File: config.mk
export PLATFORM = sky130hd
export DESIGN_NAME = ram_arb2
export DESIGN_NICKNAME = d
export VERILOG_FILES = /design/src/rtl/ram_arb_pkg.sv /design/src/rtl/rr_pick2.sv /design/src/rtl/ram_arb2.sv
export SDC_FILE = /design/constraint.sdc
export NUM_CORES = 1
export LEC_CHECK = 0
export ABC_AREA = 1
export CAP_MARGIN = 5
export CORE_AREA = 2 2 99 101
export CTS_CLUSTER_DIAMETER = 40
export CTS_CLUSTER_SIZE = 16
export DETAILED_ROUTE_END_ITERATION = 8
export DIE_AREA = 0 0 101 103
export GPL_TIMING_DRIVEN = 0
export PLACE_DENSITY_LB_ADDON = 0.05
export RECOVER_POWER = 25
export SYNTH_ARGS = -nofsm -noshare
export SYNTH_HDL_FRONTEND = slang
export SYNTH_SLANG_ARGS = --single-unit
export TNS_END_PERCENT = 10
File: constraint.sdc
create_clock -name CLK -period 3.35 [get_ports CLK]
set_input_delay 0.335 -clock CLK [delete_from_list [all_inputs] [get_ports CLK]]
set_output_delay 0.335 -clock CLK [all_outputs]
set_load 0.1 [all_outputs]
File: src/rtl/ram_arb_pkg.sv
// ram_arb_pkg -- shared types and defaults for the two-requester RAM arbiter.
//   arb_state_e  : ownership state of the arbiter (idle or locked to one requester)
//   LOCK_MAX_DEF : default maximum lock length in cycles
//   CNT_W        : lock counter width (covers LOCK_MAX up to 255)
package ram_arb_pkg;

  localparam int unsigned LOCK_MAX_DEF = 16;
  localparam int unsigned CNT_W        = 8;

  typedef enum logic [1:0] {
    ST_IDLE = 2'd0,
    ST_OWN0 = 2'd1,
    ST_OWN1 = 2'd2
  } arb_state_e;

endpackage

File: src/rtl/rr_pick2.sv
// rr_pick2 -- two-way round-robin picker, purely combinational.
//   req  : request vector, bit n = requester n
//   last : index of the requester granted most recently
//   gnt  : one-hot grant (or zero when nobody requests)
module rr_pick2 (
  input  logic [1:0] req,
  input  logic       last,
  output logic [1:0] gnt
);

  // On contention the requester that did not win last time goes first.
  always_comb begin
    gnt = 2'b00;
    case (req)
      2'b01:   gnt = 2'b01;
      2'b10:   gnt = 2'b10;
      2'b11:   gnt = last ? 2'b01 : 2'b10;
      default: gnt = 2'b00;
    endcase
  end

endmodule

File: src/rtl/ram_arb2.sv
// ram_arb2 -- zero-wait arbiter sharing one single-port RAM between two requesters.
//   CLK, RST                 : clock, asynchronous active-high reset
//   Rn_REQ/LOCK/WE/A/Di      : requester n command (WE all-zero = read); LOCK keeps ownership
//   Rn_GNT                   : access accepted this cycle (combinational)
//   Rn_RVALID, Rn_Do         : read return, one cycle after the granted read
//   RAM_EN/WE/A/Di, RAM_Do   : single-port RAM command and its next-cycle read data
module ram_arb2
  import ram_arb_pkg::*;
#(
  parameter int unsigned AW       = 13,
  parameter int unsigned DW       = 32,
  parameter int unsigned LOCK_MAX = LOCK_MAX_DEF
) (
  input  logic              CLK,
  input  logic              RST,

  input  logic              R0_REQ,
  input  logic              R0_LOCK,
  input  logic [DW/8-1:0]   R0_WE,
  input  logic [AW-1:0]     R0_A,
  input  logic [DW-1:0]     R0_Di,
  output logic              R0_GNT,
  output logic              R0_RVALID,
  output logic [DW-1:0]     R0_Do,

  input  logic              R1_REQ,
  input  logic              R1_LOCK,
  input  logic [DW/8-1:0]   R1_WE,
  input  logic [AW-1:0]     R1_A,
  input  logic [DW-1:0]     R1_Di,
  output logic              R1_GNT,
  output logic              R1_RVALID,
  output logic [DW-1:0]     R1_Do,

  output logic              RAM_EN,
  output logic [DW/8-1:0]   RAM_WE,
  output logic [AW-1:0]     RAM_A,
  output logic [DW-1:0]     RAM_Di,
  input  logic [DW-1:0]     RAM_Do
);

  localparam int unsigned BW = DW / 8;

  arb_state_e       state_q;
  logic             last_q;
  logic [CNT_W-1:0] cnt_q;
  logic             tag_vld_q;
  logic             tag_id_q;

  logic [1:0]       pick;
  logic [1:0]       gnt;
  logic             rd_grant;
  logic             lock_hit;

  rr_pick2 u_pick (
    .req  ({R1_REQ, R0_REQ}),
    .last (last_q),
    .gnt  (pick)
  );

  // Grant: round-robin when idle, owner-only while locked, nothing during reset.
  always_comb begin
    gnt = 2'b00;
    case (state_q)
      ST_IDLE: gnt = pick;
      ST_OWN0: gnt = {1'b0, R0_REQ};
      ST_OWN1: gnt = {R1_REQ, 1'b0};
      default: gnt = 2'b00;
    endcase
    if (RST) begin
      gnt = 2'b00;
    end
  end

  assign R0_GNT = gnt[0];
  assign R1_GNT = gnt[1];
  assign RAM_EN = gnt[0] | gnt[1];

  // RAM command mirrors the granted requester, zero otherwise.
  always_comb begin
    RAM_WE = '0;
    RAM_A  = '0;
    RAM_Di = '0;
    if (gnt[0]) begin
      RAM_WE = R0_WE;
      RAM_A  = R0_A;
      RAM_Di = R0_Di;
    end else if (gnt[1]) begin
      RAM_WE = R1_WE;
      RAM_A  = R1_A;
      RAM_Di = R1_Di;
    end
  end

  assign rd_grant = RAM_EN && (RAM_WE == BW'(0));
  assign lock_hit = (cnt_q == CNT_W'(LOCK_MAX));

  // Ownership FSM, lock counter and round-robin pointer.
  always_ff @(posedge CLK or posedge RST) begin
    if (RST) begin
      state_q <= ST_IDLE;
      last_q  <= 1'b1;
      cnt_q   <= '0;
    end else begin
      if (gnt != 2'b00) begin
        last_q <= gnt[1];
      end
      case (state_q)
        ST_IDLE: begin
          if (gnt[0] && R0_LOCK) begin
            state_q <= ST_OWN0;
            cnt_q   <= CNT_W'(1);
          end else if (gnt[1] && R1_LOCK) begin
            state_q <= ST_OWN1;
            cnt_q   <= CNT_W'(1);
          end
        end
        ST_OWN0: begin
          if (!R0_LOCK || lock_hit) begin
            state_q <= ST_IDLE;
            cnt_q   <= '0;
            // Forced release hands the next contention to the other side.
            if (lock_hit) begin
              last_q <= 1'b0;
            end
          end else begin
            cnt_q <= cnt_q + CNT_W'(1);
          end
        end
        ST_OWN1: begin
          if (!R1_LOCK || lock_hit) begin
            state_q <= ST_IDLE;
            cnt_q   <= '0;
            if (lock_hit) begin
              last_q <= 1'b1;
            end
          end else begin
            cnt_q <= cnt_q + CNT_W'(1);
          end
        end
        default: begin
          state_q <= ST_IDLE;
          cnt_q   <= '0;
        end
      endcase
    end
  end

  // Read tag: remembers who issued the read whose data returns next cycle.
  always_ff @(posedge CLK or posedge RST) begin
    if (RST) begin
      tag_vld_q <= 1'b0;
      tag_id_q  <= 1'b0;
    end else begin
      tag_vld_q <= rd_grant;
      if (rd_grant) begin
        tag_id_q <= gnt[1];
      end
    end
  end

  assign R0_RVALID = tag_vld_q && !tag_id_q;
  assign R1_RVALID = tag_vld_q &&  tag_id_q;
  assign R0_Do     = R0_RVALID ? RAM_Do : '0;
  assign R1_Do     = R1_RVALID ? RAM_Do : '0;

endmodule

==> summary.txt <==
Yosys
  – Flops & latches, synth: 13
  – Ys Warns: 0
  – Yosys cell types: 28
  – Syn Inst Count: 409
  – Synthesized Nets: 551
  – Syn Area/Cell: 5.15 µm²
  – Synth Cell Area: 2110 µm²
  – Register area share after synthesis: 0.155

Place
  – GP Congestion: 0.866
  – Post-DP HPWL: 9680 µm
  – Dpl cells: 776
  – PortBufs: 253
  – Post-place setup slack: -0.399 ns

Clock network
  – Post-CTS Setup Bufs: 0
  – Max Root-Sink Buffers: 2
  – CTS clk-pin slew, worst paths: 0.06 ns
  – Hold buffer count at cts: 0
  – Clk Latency, worst-skew pair: 0.25 ns
  – Clk sinks: 13
  – CTS H-Tree Depth: 1
  – Clock root buffer: clkbuf_8
  – Number of clock buffers inserted by TritonCTS: 3
  – CTS tree: built

Flow run
  – Max cap viols: 0

Global routing
  – Gr usage total: 0.197
  – Remaining Overflow, GRT: 0
  – Largest net degree at the start of global routing: 15
  – Initial antenna violation count: 2
  – First-pass GRT wire length: 16,100 µm
  – Vias in the first global route: 3,040

Worst setup path
  – Worst setup endpoint: RAM_A[12]
  – Worst EP arrival: 2.87 ns
  – WS Path Type: input port to output port
  – Reg-to-reg endpoint: cnt_q[2]
  – Crit start category: input port
  – RR Startpoint: state_q[0]
  – Crit path max fanout: 14
  – Required time worst endpoint: 3.01 ns
  – Critical path capture point type: output port
  – Reg2reg setup slack: 1.06 ns
  – Worst reg2reg path depth: 11
  – Crit. Startpoint: RST

Die
  – Die X: 101 µm
  – Initial core utilization: 0.223
  – Ports: 254
  – Die ar.: 10,400 µm²
  – Std cell rows: 36
  – Core Area: 9460 µm²
  – Die Height: 103 µm

Routing
  – Vias per cell: 4.32
  – DRT iter0 DRCs: 122
  – Vias: 3,375
  – Total Wirelength: 11,300 µm
  – Antenna Nets Post-Route: 0
  – Pre-Repair DR Iteration Count: 4
  – Routed WL per cell: 14.5 µm
  – DRC Markers: 0

Timing
  – Min Tclk post-route: 3.20 ns
  – Worst Skew: 0.00729 ns
  – Setup ws final: 0.150 ns
  – Final Max Tran Viols: 0
  – RSZ-0062 raised after global routing: yes
  – Worst-Margin Slew: 1.06 ns
  – Final Hold Viols: 0
  – FMAX: 312 MHz
  – Hold_ws: 0.438 ns
  – Setup tns final: 0 ns
  – Slew margin rel.: 0.288
  – Tcrit/Tclk final: 0.955
  – # setup viols final: 0

Layout
  – Post-Layout Cell Count: 781
  – Most frequent cells in the layout: clkdlybuf4s50_1 (192), nand2_1 (129), nor2_1 (70)
  – Commonest non-fill, non-tap cell in the layout: clkdlybuf4s50_1
  – Final core utilization: 0.510
  – Nets: 809
  – Layout cells sized above 1: 0.114
  – Area grow syn2layout: 129%

Min path
  – Hold Crit Class: input port to async pin

Power and ir drop
  – Pleak: 2.47 nW
  – Max rail drop VDD: 325 µV
  – Power per standard cell area: 702 nW/µm²

Run status
  – Status: complete, no violations
cell type report:
class / instances / area [µm²]
Fill cell: 965 / 4630
Timing Repair Buffer: 253 / 2550
Multi-Input combinational cell: 306 / 1370
Sequential cell: 13 / 327
Inverter: 68 / 258
Tap cell: 114 / 143
Buffer: 22 / 124
Clock buffer: 4 / 45.0
Antenna cell: 1 / 2.50
critical path, cell delays in order:
cell,delay (ns)
clkdlybuf4s50_1,0.40
inv_1,0.42
nand2_2,0.14
nor2_2,0.17
nand2_2,0.10
inv_2,0.10
buf_4,0.19
nand3_1,0.09
nand2_1,0.07
clkdlybuf4s15_1,0.84
where the power goes:
part           leakage [nW]  internal, mW  switching (mW)
Clock                0.0228        0.0840          0.0567
Sequential            0.172         0.196          0.0284
Combinational          2.27         0.668            2.36
Total                  2.47         0.948            2.44
per-layer routing:
metal	vias up	share of wire	GRT usage	wire (µm)
met3	19	0.12	0.0807	1310
met4	2	0.019	0.0416	212
met5	-	0.00097	0	11
met2	151	0.48	0.336	5400
li1	1752	-	-	-
met1	1451	0.39	0.232	4400
worst min path at each step:
stage | start | to | slack, ns | depth (start not counted)
2_1_floorplan | RST | cnt_q[0] | 0.23 | 1
3_3_place_gp | tag_id_q | tag_id_q | 0.51 | 2
3_5_place_dp | tag_id_q | tag_id_q | 0.52 | 2
4_1_cts | RST | cnt_q[6] | 0.46 | 2
5_1_grt | RST | cnt_q[6] | 0.48 | 2
6_report | RST | cnt_q[6] | 0.44 | 2
Yosys cell counts, drive strengths merged:
library cell / n / share of area
o21ai: 8 / 0.019
buf: 16 / 0.052
nand4: 1 / 0.0030
xor2: 4 / 0.017
nand3: 67 / 0.17
nor2: 73 / 0.13
clkbuf: 6 / 0.011
a21oi: 4 / 0.0095
dfstp: 1 / 0.012
dfrtp: 12 / 0.14
nor3: 2 / 0.0048
nand2: 135 / 0.25
a31oi: 1 / 0.0030
a21boi: 1 / 0.0036
o31ai: 1 / 0.0036
o22ai: 1 / 0.0030
inv: 68 / 0.12
ha: 6 / 0.036
nand3b: 2 / 0.0071
metrics by stage:
step	power, mW	cell area (µm²)
after global placement	3.33	4780
after CTS	3.44	4870
after floorplan	2.55	2110
after global routing	3.54	4820
after detailed placement	3.34	4780
final	3.39	4830
logic make-up after synthesis:
family,share of synthesized area
AOI/OAI and AO/OA,0.0416
DFF,0.155
adders and majority gates,0.0356
xor gates and xnor gates,0.0166
and+or+nand+nor,0.566
buffers and inverters,0.185
state kept, by name, indices dropped and copies added, names as in the netlist:
register / cells
cnt_q: 8
tag_vld_q: 1
state_q: 2
tag_id_q: 1
last_q: 1
timing repair:
item,4_1_cts,5_1_grt
cloned,0,0
endpoints found under the setup margin,49,10
resized for setup,128,15
No activity file was read; power rests on OpenSTA's default activity.
